## config.mk

```make
export PLATFORM = sky130hd
export DESIGN_NAME = uart_rx_fifo
export DESIGN_NICKNAME = d
export VERILOG_FILES = /design/src/rtl/uart_rx_fifo.sv
export SDC_FILE = /design/constraint.sdc
export NUM_CORES = 1
export LEC_CHECK = 0
export BUFFER_PORTS_ARGS = -buffer_cell sky130_fd_sc_hd__buf_2
export CELL_PAD_IN_SITES_DETAIL_PLACEMENT = 0
export CELL_PAD_IN_SITES_GLOBAL_PLACEMENT = 1
export CORE_ASPECT_RATIO = 1.25
export CORE_UTILIZATION = 46
export CTS_CLUSTER_DIAMETER = 200
export DETAILED_ROUTE_END_ITERATION = 7
export PLACE_DENSITY_LB_ADDON = 0.1
export SLEW_MARGIN = 20
export SYNTH_ARGS = -nofsm -noshare
export SYNTH_HDL_FRONTEND = slang
export SYNTH_SLANG_ARGS = --single-unit
export TNS_END_PERCENT = 30
```

## constraint.sdc

```tcl
create_clock -name clk74 -period 3.15 [get_ports clk74]
set_input_delay 0.63 -clock clk74 [delete_from_list [all_inputs] [get_ports clk74]]
set_output_delay 0.63 -clock clk74 [all_outputs]
set_load 0.01 [all_outputs]
```

## src/rtl/uart_rx_fifo.sv

```systemverilog
// UART receiver with 3-sample majority voting per bit, followed by a show-ahead FIFO.
// Each FIFO entry holds {data, parity error, framing error}. Overruns are recorded in a sticky flag.
module uart_rx_fifo #(
  parameter int CLK_DIV    = 642,
  parameter int DATA_BITS  = 8,
  parameter int PARITY     = 0,
  parameter int STOP_BITS  = 1,
  parameter int FIFO_DEPTH = 4
) (
  input  logic                 clk74,
  input  logic                 reset_n,
  input  logic                 rx,
  input  logic                 rx_rd,
  input  logic                 ovr_clr,
  output logic [DATA_BITS-1:0] rx_data,
  output logic                 rx_perr,
  output logic                 rx_ferr,
  output logic                 rx_valid,
  output logic                 rx_ovr,
  output logic                 busy
);

  localparam logic [2:0] IDLE    = 3'd0;
  localparam logic [2:0] START   = 3'd1;
  localparam logic [2:0] DATA    = 3'd2;
  localparam logic [2:0] PAR     = 3'd3;
  localparam logic [2:0] STOP    = 3'd4;
  localparam logic [2:0] WAIT_HI = 3'd5;

  localparam int AW = $clog2(FIFO_DEPTH);
  localparam int EW = DATA_BITS + 2;

  localparam logic [15:0] CNT_LAST = 16'(CLK_DIV - 1);
  localparam logic [15:0] CNT_S0   = 16'(CLK_DIV / 2 - 1);
  localparam logic [15:0] CNT_S1   = 16'(CLK_DIV / 2);
  localparam logic [15:0] CNT_S2   = 16'(CLK_DIV / 2 + 1);

  logic                 sync1_q, sync2_q, rxs_prev_q;
  logic                 rxs;
  logic [2:0]           state_q, state_d;
  logic [15:0]          cnt_q, cnt_d, cnt_nxt;
  logic [3:0]           bitcnt_q, bitcnt_d;
  logic [DATA_BITS-1:0] shreg_q, shreg_d;
  logic [1:0]           samp_q, samp_d;
  logic                 perr_q, perr_d;
  logic                 ferr_q, ferr_d;
  logic                 cnt_wrap, resolve, vote;
  logic                 frame_wr, frame_ferr;

  logic [AW:0]          wptr_q, wptr_d, rptr_q, rptr_d;
  logic                 ovr_q, ovr_d;
  logic [EW-1:0]        mem_q [FIFO_DEPTH];
  logic [EW-1:0]        head;
  logic                 empty, full, pop, push, ovr_set;

  assign rxs      = sync2_q;
  assign cnt_wrap = (cnt_q == CNT_LAST);
  assign cnt_nxt  = cnt_wrap ? '0 : cnt_q + 16'd1;
  assign resolve  = (cnt_q == CNT_S2);
  assign vote     = (samp_q[0] & samp_q[1]) | (samp_q[0] & rxs) | (samp_q[1] & rxs);

  always_comb begin
    samp_d = samp_q;
    if (cnt_q == CNT_S0) samp_d[0] = rxs;
    if (cnt_q == CNT_S1) samp_d[1] = rxs;
  end

  always_comb begin
    state_d    = state_q;
    cnt_d      = cnt_nxt;
    bitcnt_d   = bitcnt_q;
    shreg_d    = shreg_q;
    perr_d     = perr_q;
    ferr_d     = ferr_q;
    frame_wr   = 1'b0;
    frame_ferr = ferr_q;
    case (state_q)
      IDLE: begin
        cnt_d = '0;
        if (rxs_prev_q && !rxs) begin
          state_d  = START;
          bitcnt_d = '0;
          perr_d   = 1'b0;
          ferr_d   = 1'b0;
        end
      end
      START: begin
        if (resolve && vote) begin
          state_d = IDLE;
          cnt_d   = '0;
        end else if (cnt_wrap) begin
          state_d = DATA;
        end
      end
      DATA: begin
        if (resolve) begin
          shreg_d  = {vote, shreg_q[DATA_BITS-1:1]};
          bitcnt_d = bitcnt_q + 4'd1;
        end
        if (cnt_wrap && bitcnt_q == 4'(DATA_BITS)) begin
          bitcnt_d = '0;
          state_d  = (PARITY != 0) ? PAR : STOP;
        end
      end
      PAR: begin
        if (resolve) perr_d = (PARITY == 1) ? ~(^shreg_q ^ vote) : (^shreg_q ^ vote);
        if (cnt_wrap) state_d = STOP;
      end
      STOP: begin
        if (resolve) begin
          frame_ferr = ferr_q | ~vote;
          ferr_d     = frame_ferr;
          if (bitcnt_q == 4'(STOP_BITS - 1)) begin
            frame_wr = 1'b1;
            state_d  = frame_ferr ? WAIT_HI : IDLE;
            cnt_d    = '0;
          end else begin
            bitcnt_d = bitcnt_q + 4'd1;
          end
        end
      end
      WAIT_HI: begin
        cnt_d = '0;
        if (rxs) state_d = IDLE;
      end
      default: state_d = IDLE;
    endcase
  end

  // On a full FIFO, a simultaneous pop frees the slot that the incoming write reuses.
  always_comb begin
    empty   = (wptr_q == rptr_q);
    full    = (wptr_q[AW] != rptr_q[AW]) && (wptr_q[AW-1:0] == rptr_q[AW-1:0]);
    pop     = rx_rd & ~empty;
    push    = frame_wr & (~full | pop);
    ovr_set = frame_wr & full & ~pop;
    wptr_d  = wptr_q + (AW+1)'(push);
    rptr_d  = rptr_q + (AW+1)'(pop);
    ovr_d   = ovr_set | (ovr_q & ~ovr_clr);
  end

  always_ff @(posedge clk74 or negedge reset_n) begin
    if (!reset_n) begin
      sync1_q    <= 1'b1;
      sync2_q    <= 1'b1;
      rxs_prev_q <= 1'b1;
      state_q    <= IDLE;
      cnt_q      <= '0;
      bitcnt_q   <= '0;
      shreg_q    <= '0;
      samp_q     <= '0;
      perr_q     <= 1'b0;
      ferr_q     <= 1'b0;
      wptr_q     <= '0;
      rptr_q     <= '0;
      ovr_q      <= 1'b0;
    end else begin
      sync1_q    <= rx;
      sync2_q    <= sync1_q;
      rxs_prev_q <= rxs;
      state_q    <= state_d;
      cnt_q      <= cnt_d;
      bitcnt_q   <= bitcnt_d;
      shreg_q    <= shreg_d;
      samp_q     <= samp_d;
      perr_q     <= perr_d;
      ferr_q     <= ferr_d;
      wptr_q     <= wptr_d;
      rptr_q     <= rptr_d;
      ovr_q      <= ovr_d;
    end
  end

  always_ff @(posedge clk74) begin
    if (push) mem_q[wptr_q[AW-1:0]] <= {shreg_q, perr_q, frame_ferr};
  end

  assign head                        = mem_q[rptr_q[AW-1:0]];
  assign {rx_data, rx_perr, rx_ferr} = empty ? '0 : head;
  assign rx_valid                    = ~empty;
  assign rx_ovr                      = ovr_q;
  assign busy                        = (state_q != IDLE);

endmodule

```

==> results of run 1 <==
## sequential cells by signal, indices dropped and copies added (netlist names), 2 cells and up
name,cells
rptr_q,3
shreg_q,8
cnt_q,16
mem_q,40
samp_q,2
bitcnt_q,4
wptr_q,3
state_q,3
## per-layer routing
| metal | part of all wire, % | GRT usage, % | routed length, um | up-vias |
|---|---|---|---|---|
| met1 | 45 | 21.47 | 3143 | 1174 |
| met3 | 2.4 | 3.028 | 163 | 9 |
| li1 | - | - | - | 1150 |
| met4 | 1.6 | 8.571 | 114 | 0 |
| met2 | 51 | 28.80 | 3506 | 29 |
| met5 | 0 | 0 | 0 | - |
## worst paths after layout
check,from,endpoint,slack (ns),depth (start not counted)
max,cnt_q[4],mem_q[3][5],0.23,6
min,reset_n,state_q[2],0.26,1
max reg2reg,cnt_q[4],mem_q[3][5],0.23,6
min reg2reg,sync1_q,rxs,0.36,0
max in group asynchronous,reset_n,shreg_q[1],2.51,1
min in group clk74,sync1_q,rxs,0.36,0
## critical path: stages, from the launching register on
cell and delay [ns]:
dfrtp_1 0.45, or4_4 0.62, nor3_1 0.22, nand3_1 0.13
or4_1 0.59, inv_1 0.10, and3_1 0.46
## Yosys cell counts (2+ instances only)
master	instances	share of area [%]
dfrtp_1	42	26
nor2_1	23	2.2
nor3b_1	5	0.94
clkbuf_1	6	0.56
nand4_1	5	0.78
nand3b_1	2	0.38
mux4_2	10	5.6
or4_1	3	0.56
dfstp_2	3	2.0
edfxtp_1	40	30
nand3_1	7	0.88
ha_1	10	3.1
o21ai_0	3	0.38
mux2_2	10	2.8
a211oi_1	3	0.56
o31ai_1	3	0.56
a21boi_1	2	0.38
or2_2	2	0.31
nor4_4	3	1.6
xor2_1	11	2.4
inv_1	11	1.0
a21oi_1	3	0.38
a31oi_1	2	0.31
and3_1	6	0.94
xnor2_1	16	3.5
nand2_1	16	1.5
nand2b_1	3	0.47
or4_4	3	0.85
nor3_1	10	1.3
nor2b_1	13	2.0
## logic make-up after synthesis
| family | Yosys count | share of synthesized area, % |
|---|---|---|
| adders and majority gates | 11 | 3.386 |
| and+or+nand+nor | 110 | 16.96 |
| muxes | 21 | 8.715 |
| xor gates and xnor gates | 27 | 5.925 |
| AOI/OAI and AO/OA | 25 | 4.733 |
| DFF | 85 | 58.40 |
| buffers and inverters | 19 | 1.881 |
## report_power, final
group	total, mW	internal (mW)	switching, mW
logic	0.457	0.238	0.219
clock network	0.880	0.459	0.421
registers	1.33	1.22	0.106
total	2.67	1.92	0.747
## cells in the final DEF (no fill, tap or decap), drive strengths merged, types with 2 or more instances in the layout
master / n
nand2b: 3
nor3: 11
a211oi: 3
or2: 2
a21oi: 4
mux4: 10
nor2b: 13
o21ai: 3
dfstp: 3
inv: 14
nand3: 7
or4: 6
o31ai: 3
a21boi: 2
edfxtp: 40
xor2: 11
buf: 24
nand3b: 2
ha: 10
nand2: 17
bufinv: 2
clkbuf: 9
a31oi: 2
and3: 6
nor4: 4
mux2: 10
xnor2: 16
nor2: 23
dfrtp: 42
nor3b: 5
nand4: 5
## metrics by stage
step | utilization (%) | worst slack (ns) | hold slack (ns) | power, mW
finish | 53.38 | 0.2322 | 0.2620 | 2.665
global route | 53.38 | 0.05983 | 0.2890 | 2.803
CTS | 53.35 | 0.2121 | 0.3543 | 2.691
detailed placement | 50.60 | 0.2267 | 0.3482 | 1.818
global placement | 50.60 | 0.2804 | 0.3488 | 1.815
floorplan | - | 0.03903 | 0.3344 | 1.688
## area by class of cell
class	count	area, um^2
inverter	11	41.29
clock buffer	9	123.9
tap	97	121.4
multi-input combinational	194	1585
clock inverter	7	105.1
sequential	85	2331
timing repair buffer	24	140.1
fill	714	3885
==> out/summary.txt, run 1 <==
Status -> finished, final reports clean
Post-synth EDFFs -> 40
Lkg Pwr -> 1.883 nW
Final number of max-transition violations -> 0
Ant. Diodes -> 0
Top Ports -> 18
CTS Hold Buffers Added -> 0
Worst vdd ir -> 305.1 uV
Routability congestion estimate -> 0.7884
CTS tree -> yes
DR vias/cell -> 5.532
Final Hold Vio Count -> 0
Final setup violating endpoints -> 0
Synth Instances -> 298
Dpl hpwl -> 4875 um
Initial core utilization -> 47.90%
Root buffer cell -> clkbuf_8
Fin cells -> 427
Crit path kind -> flop to flop
Max capacitance violation total -> 0
CP max FO -> 10
Total core area -> 8333 um^2
Post-route ant nets -> 0
FF+latch count, synth -> 85
Placed cell areas -> 4217 um^2
Cell Pwr Density -> 599.2 nW/um^2
RSZ-0062 raised after global routing -> false
Sink Count -> 85
Gr usage total -> 17.19%
Routed len/inst -> 16.22 um
Max clock buf depth -> 2
WP data required -> 3.16 ns
Total grt overflow -> 0
Die Ht -> 106.1 um
Placed insts -> 411
Skew-Pair Late Insertion Delay -> 0.36 ns
Synth Net Count -> 313
Die area -> 9056 um^2
DR pass1 iterations -> 4
Vias in the first global route -> 2391
Initial antenna violation count -> 0
Post-synthesis sequential area ratio -> 58.40%
Crit path DAT -> 2.93 ns
Avg Inst Size Synth -> 13.39 um^2
# resized after CTS -> 0
Netlist cell types -> 52
Clk slew on worst S/H paths -> 0.09 ns
Synth Cell Area -> 3991 um^2
DR DRC count -> 0
Final min period -> 2.918 ns
H-tree levels -> 3
Worst Max-Slew Pin Slew -> 0.7507 ns
Final nets -> 340
Via count -> 2362
Post-synth top flop -> dfrtp_1
Port bufs -> 17
Drt total wl -> 6928 um
First-pass GRT wire length -> 11720 um
Worst min path class -> input port to async pin
Slew HR -> 49.43%
CTS buffer count -> 9
Tcrit/Tclk final -> 92.63%
Fraction of registers with async set/reset -> 52.94%
Share of cells above drive strength 1 -> 23.33%
Die Width -> 85.32 um
Achievable frequency -> 0.3427 GHz
Total negative setup slack -> 0 ns
Critical path endpoint category -> flop
Largest net degree at the start of global routing -> 46
Fin Clk Skew -> 0.007354 ns
Layout Area Growth over Synthesis -> 11.44%
Synth Warn # -> 0
Drt first-iter violations -> 147
Setup Fix Bufs, Post-CTS -> 0
Worst Setup Start Kind -> flop
Final instance area -> 4448 um^2
Row cnt -> 37
No activity file was read; power rests on OpenSTA's default activity.
==> run 2, diff against run 1 <==
--- a/config.mk
+++ b/config.mk
@@ -5,11 +5,12 @@
 export SDC_FILE = /design/constraint.sdc
 export NUM_CORES = 1
 export LEC_CHECK = 0
+export ABC_AREA = 1
 export BUFFER_PORTS_ARGS = -buffer_cell sky130_fd_sc_hd__buf_2
 export CELL_PAD_IN_SITES_DETAIL_PLACEMENT = 0
 export CELL_PAD_IN_SITES_GLOBAL_PLACEMENT = 1
 export CORE_ASPECT_RATIO = 1.25
-export CORE_UTILIZATION = 46
+export CORE_UTILIZATION = 51
 export CTS_CLUSTER_DIAMETER = 200
 export DETAILED_ROUTE_END_ITERATION = 7
 export PLACE_DENSITY_LB_ADDON = 0.1
==> constraint.sdc (replaced) <==
create_clock -name clk74 -period 3.6 [get_ports clk74]
set_input_delay 0.72 -clock clk74 [delete_from_list [all_inputs] [get_ports clk74]]
set_output_delay 0.72 -clock clk74 [all_outputs]
set_load 0.01 [all_outputs]
==> run 2 against run 1 <==
Net effect: the run now ends with DRC left; total power is 9.1% lower; global-route usage is 4.4 points higher; clock power is 12% lower; hold slack better by 0.10 ns; sequential power is 17% lower; critical path type is now flop to primary output.
==> out/summary.txt, run 2 <==
Sink Count -> 85
Yosys top cell area share -> 27.67%
Layout Area Growth over Synthesis -> 10.03%
WP data required -> 2.88 ns
Drt total wl -> 8513 um
Synth Warn # -> 0
Post-synthesis sequential area ratio -> 53.70%
Fill cells -> 783
Final setup violating endpoints -> 0
Most frequent cell after synthesis -> nand2_1
CP max stage cell -> dfrtp_1
Vias in the first global route -> 3119
Most frequent CP cell -> nand2_1
Largest net degree at the start of global routing -> 46
CP max FO -> 23
Initial antenna violation count -> 0
CTS buffer count -> 9
Tcrit/Tclk final -> 81.10%
Crit path buffers/inverters -> 2
R2R Setup Slk -> 1.30 ns
Total power -> 2.422 mW
Final Hold Vio Count -> 0
Crit path kind -> flop to primary output
Share of cells above drive strength 1 -> 14.42%
Worst Max-Slew Pin Slew -> 0.6464 ns
Top Ports -> 18
Commonest non-fill, non-tap cells in the layout -> nand2_1 (112), nor2_1 (67), inv_1 (55)
Crit path largest cell delay -> 0.63 ns
Worst min path class -> input port to async pin
Cell Pwr Density -> 507.2 nW/um^2
Die Width -> 84.52 um
Worst vdd ir -> 219.4 uV
Dpl hpwl -> 6035 um
Lkg Pwr -> 2.437 nW
Synth Net Count -> 500
Fraction of registers with async set/reset -> 52.94%
# resized after CTS -> 0
Netlist cell types -> 35
Final min period -> 2.920 ns
Placed cell areas -> 4544 um^2
Violated checks -> DRC
Avg Inst Size Synth -> 8.949 um^2
Hold WS -> 0.3643 ns
Routability congestion estimate -> 0.8643
CTS tree -> yes
Achievable frequency -> 0.3425 GHz
Ant. Diodes -> 0
Slew HR -> 56.91%
Fin Clk Skew -> 0.006686 ns
Port bufs -> 17
List of most frequent post-synthesis cells -> nand2_1 (112), nor2_1 (67), inv_1 (55)
Routed len/inst -> 13.96 um
Top cell family by delay on the critical path -> simple AND/OR/NAND/NOR gates
Die area -> 8886 um^2
Final instance area -> 4776 um^2
Area leader, netlist -> edfxtp_1
FF+latch count, synth -> 85
Final nets -> 523
Root buffer cell -> clkbuf_8
Drt first-iter violations -> 134
Critical-path cell list -> or2_2 -> a21oi_1 -> nand2_1 -> nand2_1 -> inv_1 -> buf_2
Post-synth top flop -> dfrtp_1
Commonest non-fill, non-tap cell in the layout -> nand2_1
Top post-synthesis cells by area -> edfxtp_1 (28%), dfrtp_1 (24%), nand2_1 (9.7%), nor2_1 (5.8%), inv_1 (4.8%)
DR pass1 iterations -> 6
DR DRC count -> 5
CTS Hold Buffers Added -> 0
Gr usage total -> 21.57%
Row cnt -> 37
First-pass GRT wire length -> 14760 um
Synth Cell Area -> 4340 um^2
Post-route ant nets -> 0
Setup Fix Bufs, Post-CTS -> 0
Post-synth EDFFs -> 40
Initial core utilization -> 52.67%
Via count -> 3133
DR vias/cell -> 5.136
Max capacitance violation total -> 0
H-tree levels -> 3
Clk slew on worst S/H paths -> 0.09 ns
RSZ-0062 raised after global routing -> false
Max clock buf depth -> 2
Status -> finished, violations left
Total negative setup slack -> 0 ns
Crit path DAT -> 2.20 ns
Skew-Pair Late Insertion Delay -> 0.36 ns
Total core area -> 8240 um^2
Total grt overflow -> 0
Final number of max-transition violations -> 0
Critical path endpoint category -> primary output
Die Ht -> 105.1 um
Worst Setup Start Kind -> flop
Max reg flops -> 40
Synth Instances -> 485
run 2: area by class of cell:
| cell class | count | area (um^2) | share of cell area [%] |
|---|---|---|---|
| flip-flops and latches | 85 | 2331 | 48.81 |
| multi-input cells | 328 | 1733 | 36.29 |
| inverters | 61 | 229.0 | 4.794 |
| clock buffers | 10 | 137.6 | 2.882 |
| repair buffers | 23 | 132.6 | 2.777 |
| well taps | 97 | 121.4 | 2.541 |
| clock inverters | 6 | 91.34 | 1.912 |
run 2: per-layer routing:
layer	vias up	track usage [%]	wire [um]
met5	-	0	0
met4	0	8.717	168
met3	14	4.107	175
met2	29	38.97	4520
met1	1463	24.90	3648
li1	1627	-	-
run 2: power breakdown:
| group | leakage (nW) | internal, mW | switching, mW |
|---|---|---|---|
| Clock | 0.118 | 0.416 | 0.354 |
| Sequential | 1.08 | 1.05 | 0.0585 |
| Combinational | 1.24 | 0.179 | 0.361 |
run 2: worst paths after layout:
kind	start	endpoint	cells past startpoint
setup reg to reg	rptr_q[1]	rptr_q[2]	8
hold / removal	reset_n	shreg_q[0]	1
max in group asynchronous	reset_n	wptr_q[1]	1
hold reg to reg	sync1_q	rxs	0
min in group clk74	sync1_q	rxs	0
setup / recovery	rptr_q[1]	rx_data[7]	6
run 2: logic make-up after synthesis:
family	Yosys count	synth area share (%)
flops	85	53.70
buf+inv	72	6.371
xor+xnor	17	3.430
fa+ha+maj	10	2.883
compound gates	44	6.457
simple gates	257	27.15
run 2: worst register-to-register path: cells and delay by family, from the launching register on:
kind | cells | cell delay (ns)
compound gates | 1 | 0.17
buf+inv | 1 | 0.05
fa+ha+maj | 2 | 0.36
simple gates | 3 | 0.85
flops | 1 | 0.63
xor+xnor | 1 | 0.14
run 2: through the flow:
step	instances	utilization, %	setup slack (ns)
floorplan	485	-	1.304
global placement	594	55.15	1.125
detailed placement	594	55.15	1.046
CTS	610	57.93	0.6462
global route	610	57.96	0.4508
finish	610	57.96	0.6805
==> run 3, diff against run 2 <==
--- a/config.mk
+++ b/config.mk
@@ -10,7 +10,7 @@
 export CELL_PAD_IN_SITES_DETAIL_PLACEMENT = 0
 export CELL_PAD_IN_SITES_GLOBAL_PLACEMENT = 1
 export CORE_ASPECT_RATIO = 1.25
-export CORE_UTILIZATION = 51
+export CORE_UTILIZATION = 43
 export CTS_CLUSTER_DIAMETER = 200
 export DETAILED_ROUTE_END_ITERATION = 7
 export PLACE_DENSITY_LB_ADDON = 0.1
==> constraint.sdc (replaced) <==
create_clock -name clk74 -period 2.5 [get_ports clk74]
set_input_delay 0.5 -clock clk74 [delete_from_list [all_inputs] [get_ports clk74]]
set_output_delay 0.5 -clock clk74 [all_outputs]
set_load 0.01 [all_outputs]
==> run 3 against run 2 <==
Net effect: the flow now finishes without violations; combinational power grew 45%; first-iteration DRC count is 28% lower; via count about the same; total power rose by 57%; count of clock-buffer cells in the layout did not move; sequential power increased by 45%; clock skew is 0.0011 ns higher; hold slack got worse by 0.12 ns; final cell count up 5.2%; critical path type unchanged; critical endpoint is now rx_ferr; largest power group unchanged; highest routed layer unchanged.
==> out/summary.txt, run 3 (same netlist as run 2, synthesis figures left out) <==
Slew HR -> 60.02%
DR vias/cell -> 4.883
Lkg Pwr -> 2.489 nW
Clk slew on worst S/H paths -> 0.06 ns
Fin Clk Skew -> 0.007817 ns
Worst vdd ir -> 357.0 uV
Net Switching -> 1.149 mW
Die area -> 10500 um^2
Drt total wl -> 8429 um
Flop pwr share -> 42.2%
Ant. Diodes -> 0
Routed len/inst -> 13.13 um
Die Ht -> 114.3 um
R2R Setup Slk -> 0.52 ns
Final nets -> 526
CTS buffer count -> 9
Worst min path class -> input port to async pin
Drt first-iter violations -> 96
Clock share of power -> 37.2%
Final instance area -> 4922 um^2
Internal power -> 2.655 mW
Placed cell areas -> 4603 um^2
RSZ-0062 raised after global routing -> false
Achievable frequency -> 0.4359 GHz
Tcrit/Tclk final -> 91.77%
DR pass1 iterations -> 4
Critical path destination -> rx_ferr
Total power -> 3.803 mW
Critical path endpoint category -> primary output
Root buffer cell -> clkbuf_16
Port bufs -> 17
Total negative setup slack -> 0 ns
Total grt overflow -> 0
Dpl ws -> 0.4343 ns
Final Hold Vio Count -> 0
Crit path kind -> flop to primary output
Initial core utilization -> 44.70%
R2r endpoint -> mem_q[3][2]
Status -> finished, final reports clean
Commonest non-fill, non-tap cells in the layout -> nand2_1 (111), nor2_1 (67), inv_1 (55)
Worst Setup Start Kind -> flop
WP data required -> 2.00 ns
Gr usage total -> 18.01%
Layout Area Growth over Synthesis -> 13.40%
Share of cells above drive strength 1 -> 14.92%
Via count -> 3135
Top Ports -> 18
Sink Count -> 85
Vias in the first global route -> 3110
Final core utilization -> 50.70%
Setup slack after layout -> 0.2058 ns
Final setup violating endpoints -> 0
Final min period -> 2.294 ns
Max capacitance violation total -> 0
Skew-Pair Late Insertion Delay -> 0.34 ns
Die Width -> 91.86 um
Worst Max-Slew Pin Slew -> 0.5998 ns
Comb pwr share -> 20.6%
CP max FO -> 12
CTS tree -> yes
Max reg flops -> 40
Max clock buf depth -> 2
Commonest non-fill, non-tap cell in the layout -> nand2_1
H-tree levels -> 3
Crit path DAT -> 1.79 ns
Sw Share -> 30.21%
DR DRC count -> 0
Dpl hpwl -> 6043 um
Post-route ant nets -> 0
Crit path from -> wptr_q[1]
Reg-to-reg critical path startpoint -> cnt_q[0]
Cell Pwr Density -> 772.7 nW/um^2
Final number of max-transition violations -> 0
Routability congestion estimate -> 0.7972
Row cnt -> 40
Initial antenna violation count -> 0
First-pass GRT wire length -> 14570 um
Total core area -> 9709 um^2
Largest net degree at the start of global routing -> 46
R2R cell count -> 9
## run 3: cell count changes in the layout (fill, tap and decap cells not counted)
| cell | previous run | this run |
|---|---|---|
| buf_4 | 7 | 9 |
| clkbuf_16 | 0 | 9 |
| inv_6 | 3 | 1 |
| buf_2 | 16 | 17 |
| clkinv_4 | 0 | 1 |
| clkbuf_8 | 10 | 0 |
| clkbuf_1 | 0 | 1 |
| nand2_1 | 112 | 111 |
| nand2_2 | 7 | 8 |
| clkinv_2 | 1 | 2 |
## run 3: worst min-delay path by stage
stage,start,endpoint,slack (ns),cells past startpoint
floorplan,reset_n,bitcnt_q[0],0.20,0
global route,rx,sync1_q,0.25,1
finish,reset_n,bitcnt_q[1],0.24,2
global placement,sync1_q,rxs,0.35,0
CTS,rx,sync1_q,0.25,1
detailed placement,sync1_q,rxs,0.35,0
## run 3: power by group through the flow
stage / Clock [mW] / Combinational [mW] / Sequential (mW)
after floorplan: 0 / 0.628 / 1.60
after global placement: 0 / 0.798 / 1.63
after detailed placement: 0 / 0.795 / 1.63
after CTS: 1.46 / 0.803 / 1.60
after global routing: 1.51 / 0.889 / 1.61
final: 1.42 / 0.782 / 1.61
## run 3: per-layer routing
layer / global-route usage [%] / vias to the layer above / share of wire [%]
li1: - / 1638 / -
met1: 19.35 / 1460 / 42
met2: 34.43 / 26 / 53
met3: 2.390 / 11 / 1.9
met4: 8.750 / 0 / 2.2
met5: 0 / - / 0
## run 3: metrics by stage
step,cells,hold WS [ns]
after detailed placement,626,0.3481
after floorplan,485,0.2044
after global placement,626,0.3493
final,642,0.2449
after global routing,642,0.2509
after CTS,642,0.2486
## run 3: what timing repair did
item,CTS,global route
endpoints found under the setup margin,0,10
resized for setup,0,1
buffers inserted,0,0
hold buffers,0,0
## run 3: critical path, cell delays in order, from the launching register on
cell and delay (ns):
dfrtp_1 0.43, or2_2 0.31, a21oi_1 0.20, nand2_2 0.22, nand2_1 0.13, inv_1 0.04, buf_2 0.13
## run 3: area by class of cell
type	instances	area [um^2]
fillers	920	4787
flip-flops and latches	85	2331
multi-input cells	328	1735
clock buffers	10	229.0
inverters	61	229.0
well taps	126	157.7
repair buffers	26	152.6
clock inverters	6	87.58
